[src/rtl/pipeline_stall_flush_controller.sv]
// rtl/pipeline_stall_flush_controller.sv - per-stage stall/flush control with halt/drain and perf counters
//
// Purpose: turns load-use and taken-branch hazards, multi-cycle FP occupancy of EX and
//          halt/resume requests into write-enable and flush controls for the PC, IF/ID,
//          ID/EX and EX/MEM pipeline registers, and counts stall and flush cycles.
// Ports:
//   clock, reset                          clock (rising edge), asynchronous active-high reset
//   hazard_load_instruction_indicator     load-use hazard between ID and EX
//   hazard_branch_is_taken_indicator      branch resolved taken this cycle
//   fp_multicycle_start_EXEStage          one-cycle pulse, multi-cycle FP op entered EX
//   halt_request / resume_request         drain-and-halt / leave-halted pulses
//   pc_write_enable ... EX_MEM_flush      combinational pipeline register controls
//   halted                                registered, pipeline drained and frozen
//   stall_cycle_count, flush_count        saturating performance counters
module pipeline_stall_flush_controller #(
    parameter int FP_LATENCY    = 4,
    parameter int PIPE_DEPTH    = 5,
    parameter int COUNTER_WIDTH = 32
) (
    input  logic                     clock,
    input  logic                     reset,
    input  logic                     hazard_load_instruction_indicator,
    input  logic                     hazard_branch_is_taken_indicator,
    input  logic                     fp_multicycle_start_EXEStage,
    input  logic                     halt_request,
    input  logic                     resume_request,
    output logic                     pc_write_enable,
    output logic                     IF_ID_write_enable,
    output logic                     IF_ID_flush,
    output logic                     ID_EX_write_enable,
    output logic                     ID_EX_flush,
    output logic                     EX_MEM_flush,
    output logic                     halted,
    output logic [COUNTER_WIDTH-1:0] stall_cycle_count,
    output logic [COUNTER_WIDTH-1:0] flush_count
);

    localparam int DW = $clog2(PIPE_DEPTH) + 1;
    localparam logic [DW-1:0] DRAIN_INIT = DW'(PIPE_DEPTH - 1);
    // FP_WAIT covers the stall cycles after the start cycle: FP_LATENCY-2 of them.
    localparam logic [3:0] FP_WAIT_CYCLES = 4'(FP_LATENCY - 2);
    localparam bit FP_STALLS = (FP_LATENCY > 1);
    localparam bit FP_WAITS  = (FP_LATENCY > 2);
    localparam logic [COUNTER_WIDTH-1:0] CNT_MAX = {COUNTER_WIDTH{1'b1}};

    typedef enum logic [1:0] {S_RUN, S_FP_WAIT, S_DRAIN, S_HALTED} state_t;

    state_t          state;
    state_t          ret_state;
    logic [3:0]      fp_cnt;
    logic [DW-1:0]   drain_cnt;

    logic active;
    logic ev_branch;
    logic ev_fp;
    logic ev_load;
    logic stall_cycle;

    // Events are only acted on in RUN and DRAIN; priority branch > FP > load.
    assign active      = (state == S_RUN) || (state == S_DRAIN);
    assign ev_branch   = active && hazard_branch_is_taken_indicator;
    assign ev_fp       = active && !hazard_branch_is_taken_indicator
                         && fp_multicycle_start_EXEStage && FP_STALLS;
    assign ev_load     = active && !hazard_branch_is_taken_indicator && !ev_fp
                         && hazard_load_instruction_indicator;
    assign stall_cycle = ev_fp || ev_load || (state == S_FP_WAIT);

    always_comb begin
        pc_write_enable    = 1'b1;
        IF_ID_write_enable = 1'b1;
        IF_ID_flush        = 1'b0;
        ID_EX_write_enable = 1'b1;
        ID_EX_flush        = 1'b0;
        EX_MEM_flush       = 1'b0;
        case (state)
            S_RUN, S_DRAIN: begin
                if (ev_branch) begin
                    IF_ID_flush = 1'b1;
                    ID_EX_flush = 1'b1;
                end else if (ev_fp) begin
                    pc_write_enable    = 1'b0;
                    IF_ID_write_enable = 1'b0;
                    ID_EX_write_enable = 1'b0;
                    EX_MEM_flush       = 1'b1;
                end else if (ev_load) begin
                    pc_write_enable    = 1'b0;
                    IF_ID_write_enable = 1'b0;
                    ID_EX_flush        = 1'b1;
                end else if (state == S_DRAIN) begin
                    // Stop fetching; older instructions keep flowing out.
                    pc_write_enable = 1'b0;
                    IF_ID_flush     = 1'b1;
                end
            end
            S_FP_WAIT: begin
                pc_write_enable    = 1'b0;
                IF_ID_write_enable = 1'b0;
                ID_EX_write_enable = 1'b0;
                EX_MEM_flush       = 1'b1;
            end
            default: begin
                pc_write_enable    = 1'b0;
                IF_ID_write_enable = 1'b0;
                ID_EX_write_enable = 1'b0;
            end
        endcase
    end

    always_ff @(posedge clock or posedge reset) begin
        if (reset) begin
            state             <= S_RUN;
            ret_state         <= S_RUN;
            fp_cnt            <= 4'd0;
            drain_cnt         <= '0;
            halted            <= 1'b0;
            stall_cycle_count <= '0;
            flush_count       <= '0;
        end else begin
            if (stall_cycle && stall_cycle_count != CNT_MAX)
                stall_cycle_count <= stall_cycle_count + COUNTER_WIDTH'(1);
            if (ev_branch && flush_count != CNT_MAX)
                flush_count <= flush_count + COUNTER_WIDTH'(1);

            case (state)
                S_RUN, S_DRAIN: begin
                    if (ev_fp) begin
                        // With FP_LATENCY==2 the start cycle is the only stall: stay put.
                        if (FP_WAITS) begin
                            state     <= S_FP_WAIT;
                            ret_state <= state;
                            fp_cnt    <= FP_WAIT_CYCLES;
                        end
                    end else if (ev_load) begin
                        // Single-cycle stall, drain count frozen.
                    end else if (state == S_DRAIN) begin
                        // Base drain cycle or branch: the drain count advances.
                        drain_cnt <= drain_cnt - DW'(1);
                        if (drain_cnt == DW'(1)) begin
                            state  <= S_HALTED;
                            halted <= 1'b1;
                        end
                    end else if (!ev_branch && halt_request) begin
                        state     <= S_DRAIN;
                        drain_cnt <= DRAIN_INIT;
                    end
                end
                S_FP_WAIT: begin
                    if (fp_cnt == 4'd1)
                        state <= ret_state;
                    else
                        fp_cnt <= fp_cnt - 4'd1;
                end
                S_HALTED: begin
                    if (resume_request) begin
                        state  <= S_RUN;
                        halted <= 1'b0;
                    end
                end
                default: state <= S_RUN;
            endcase
        end
    end

endmodule

[config.mk]
export PLATFORM = sky130hd
export DESIGN_NAME = pipeline_stall_flush_controller
export DESIGN_NICKNAME = d
export VERILOG_FILES = /design/src/rtl/pipeline_stall_flush_controller.sv
export SDC_FILE = /design/constraint.sdc
export NUM_CORES = 1
export LEC_CHECK = 0
export CORE_MARGIN = 5
export CORE_UTILIZATION = 28
export DETAILED_ROUTE_END_ITERATION = 6
export PLACE_DENSITY_LB_ADDON = 0.08
export SYNTH_ARGS = -nofsm -noshare
export SYNTH_HDL_FRONTEND = slang
export SYNTH_SLANG_ARGS = --single-unit
[constraint.sdc]
create_clock -name clock -period 4.32 [get_ports clock]
set_clock_uncertainty 0.1 [all_clocks]
set_input_delay 1.296 -clock clock [delete_from_list [all_inputs] [get_ports clock]]
set_output_delay 1.296 -clock clock [all_outputs]
set_load 0.005 [all_outputs]
==> out/summary.log <==
INFO  sta            timing.setup.tns=0ns
INFO  power_and_ir_drop p_sw_share=30.6%
INFO  critical_path  path_cells=clkdlybuf4s50_1 > nor2_2 > o21bai_2 > inv_1 > nand2_1 > nand2_1 > clkdlybuf4s50_1
INFO  floorplan      io_pins=78
INFO  critical_path  endpoint_kind=output pin
INFO  final_layout   antenna_cells=0
INFO  clocking       clock_sink_count=77
INFO  critical_path  peak_per_stage_delay_on_the_critical_path=0.50ns
INFO  critical_path  timing.reg2reg.worst_path_depth=6
INFO  run            max-cap-violations=0
INFO  floorplan      initial_core_util=28.7%
INFO  logic_synthesis synth-async-reset-ratio=100%
INFO  drt            detail_route.wl_per_cell=14.3µm
INFO  grt            antenna_found_initial=0
INFO  power_and_ir_drop seqPwrFrac=41.1%
INFO  drt            drt_iter0_markers=164
INFO  final_layout   final_nets=456
INFO  sta            final.hold.worst_slack=0.390ns
INFO  floorplan      die-height=127µm
INFO  critical_path  worst_ep_required_time=2.92ns
INFO  logic_synthesis post_synth.cell_area_avg=10.8µm²
INFO  final_layout   layout-drive-gt1-share=9.15%
INFO  sta            max_clock_freq=240MHz
INFO  clocking       cts_buffer_depth=2
INFO  sta            final_hold_viol_count=0
INFO  floorplan      floorplan.die_area=0.0161mm²
INFO  sta            timing.final.max_slew_violations=0
INFO  outcome        outcome=completed
INFO  critical_path  data_arrival_time_of_the_worst_path=2.77ns
INFO  grt            grt_overflow=0
INFO  sta            finalCriticalPeriod=4.17ns
INFO  grt            grt.total_usage=11.5%
INFO  drt            drt_wl_total=8900µm
INFO  logic_synthesis flip_flop_and_latch_count_after_synthesis=77
INFO  grt            grt_max_degree=41
INFO  critical_path  worst_r2r_startpoint=stall_cycle_count[0]
INFO  floorplan      core-area=0.0133mm²
INFO  critical_path  cp_max_fo=5
INFO  power_and_ir_drop combPwrFrac=26.1%
INFO  power_and_ir_drop ir_worst_vdd=0.216mV
INFO  power_and_ir_drop p_leak=2.11nW
INFO  sta            tightest_pin_transition=0.682ns
INFO  clocking       number_of_resized_instances_in_the_post_cts_repair_step=0
INFO  hold_path      hold_wc_startpoint=flush_count[7]
INFO  final_layout   area_of_the_multi_input_gates=0.00184mm²
INFO  power_and_ir_drop cellInternalPower=0.00167W
INFO  clocking       cts-htree-levels=3
INFO  sta            timing.final.ws_setup=0.154ns
INFO  power_and_ir_drop design_power_total=0.00240W
INFO  drt            viasPerCell=4.67
INFO  grt            grt_first_pass_wirelength=14800µm
INFO  placed_design  routabilityCongestion=0.733
INFO  critical_path  worstReg2RegEnd=stall_cycle_count[22]
INFO  power_and_ir_drop switchingPower=0.000733W
INFO  drt            drtAntennaViolNets=0
INFO  critical_path  criticalPathCategory=in -> out
INFO  drt            drt_drc_violations_left=0
INFO  power_and_ir_drop powerDensity=464mW/mm²
INFO  critical_path  critical_path_buf_inv_count=3
INFO  clocking       cts-root-buf=clkbuf_16
INFO  logic_synthesis synth-edff-count=0
INFO  logic_synthesis synth_top_flop_cell=dfrtp_1
INFO  floorplan      chipWidth=127µm
INFO  logic_synthesis synth_unique_cells=45
INFO  final_layout   storage_element_area=0.00193mm²
INFO  clocking       ctsHoldBuffers=0
INFO  drt            detailroute.via_count=2916
INFO  grt            number_of_global_route_vias_before_repair=2883
INFO  sta            max_slew_margin=54.5%
INFO  sta            grt_setup_unrepaired=false
INFO  hold_path      destination_of_the_worst_hold_path=flush_count[7]
INFO  placed_design  post-dp-hpwl=6530µm
INFO  hold_path      worstHoldPathType=reg -> reg
INFO  critical_path  cpMaxStageDelayCell=clkdlybuf4s50_1
INFO  clocking       clk_pin_slew=0.06ns
INFO  logic_synthesis postSynthNetCount=368
INFO  logic_synthesis mappedNetlistArea=0.00383mm²
INFO  power_and_ir_drop clock_power_share=32.8%
INFO  critical_path  timing.critical_path.max_delay_family=buffers and inverters
INFO  logic_synthesis synth-seq-area-share=50.3%
INFO  critical_path  start_kind=input pin
INFO  placed_design  pre_cts_slack=0.0638ns
INFO  hold_path      worst_hold_path.num_cells=1
INFO  placed_design  place.port_buffers=77
INFO  floorplan      row_count=42
INFO  critical_path  regToRegSetupSlack=2.14ns
INFO  clocking       post-cts-setup-buffers=0
INFO  logic_synthesis yosysWarningCount=0
INFO  clocking       numCtsBuffers=9
INFO  clocking       source_to_sink_clock_delay_at_the_later_pin_of_the_worst_skew_pair=0.33ns
INFO  final_layout   areaGrowthSynthToFinish=35.1%
INFO  drt            first_pass_iters=5
INFO  sta            setup-violations-final=0
INFO  sta            fin_crit_sh=96.4%
INFO  logic_synthesis netlist_instances=355
INFO  clocking       tritoncts=done
INFO  final_layout   fillCellCount=1365
## per-layer routing
layer  vias to the layer above  track usage, %  part of all wire (%)
met5                         -               0                     0
li1                       1442               -                     -
met3                        13            3.36                   5.4
met1                      1397            15.9                    49
met4                         0            5.30                   1.9
met2                        64            16.4                    43
## power by group through the flow
stage	clock, W	sequential, W	combinational [W]
4_1_cts	0.000817	0.000990	0.000640
6_report	0.000788	0.000986	0.000625
3_3_place_gp	0	0.00100	0.000636
2_1_floorplan	0	0.000957	0.000367
5_1_grt	0.000846	0.00101	0.000703
3_5_place_dp	0	0.00100	0.000635
## registers in the layout, summed over array words and instances, names as in the netlist
signal	flops
flush_count	32
stall_cycle_count	32
drain_cnt	4
fp_cnt	4
ret_state	2
state	2
halted	1
## worst reg2reg max path: stages (launching register included)
cell and delay (ns):
dfrtp_1 0.44, ha_1 0.24, nand4_1 0.17, or4_4 0.49
nor4_4 0.31, and3_1 0.23, xor2_1 0.14
## logic make-up after synthesis
family,count (synthesis),synth area share [%]
simple gates,160,24.2
flops,77,50.3
xor+xnor,64,14.6
compound gates,26,5.75
buf+inv,18,2.06
fa+ha+maj,6,1.96
mux,4,1.11
## synth_stat cells (6+ instances only)
cell      n  share of area (%)
nand4_1  31                5.1
inv_1    12                1.2
xnor2_1  53                 12
nand3_1  23                3.0
xor2_1   11                2.5
nand2_1  33                3.2
nor2_1   21                2.1
dfrtp_1  77                 50
ha_1      6                2.0
and4_1    9                2.1
and3_1   10                1.6
## through the flow
step	std cells	util [%]	area, µm²
5_1_grt	624	38.8	5170
6_report	624	38.8	5170
2_1_floorplan	355	-	3830
3_5_place_dp	608	36.4	4850
3_3_place_gp	608	36.4	4850
4_1_cts	624	38.7	5160
## layout by cell type (no fill, tap or decap), types with 6 or more instances in the layout
| cell type | n |
|---|---|
| dfrtp_1 | 77 |
| nand4_1 | 31 |
| xor2_1 | 11 |
| xnor2_1 | 53 |
| nand3_1 | 23 |
| clkdlybuf4s50_1 | 76 |
| nor2_1 | 20 |
| inv_1 | 11 |
| ha_1 | 6 |
| and4_1 | 9 |
| clkbuf_16 | 9 |
| nand2_1 | 33 |
| and3_1 | 10 |
## cell type report
class                   instances  share of cell area, %
clock buffers                  13                   5.22
well taps                     176                   4.26
inverters                      12                  0.895
repair buffers                 83                   16.1
flip-flops and latches         77                   37.2
clock inverters                 3                  0.822
multi-input cells             260                   35.5
## worst max-delay path by stage
stage	from	endpoint	slack [ns]	cells after the start
CTS	fp_multicycle_start_EXEStage	IF_ID_flush	0.05	7
floorplan	reset	drain_cnt[0]	0.96	1
global route	fp_multicycle_start_EXEStage	IF_ID_flush	0.02	7
global placement	fp_multicycle_start_EXEStage	IF_ID_flush	0.08	7
finish	fp_multicycle_start_EXEStage	IF_ID_flush	0.15	7
detailed placement	fp_multicycle_start_EXEStage	IF_ID_flush	0.06	7
(Power assumes the default switching activity.)
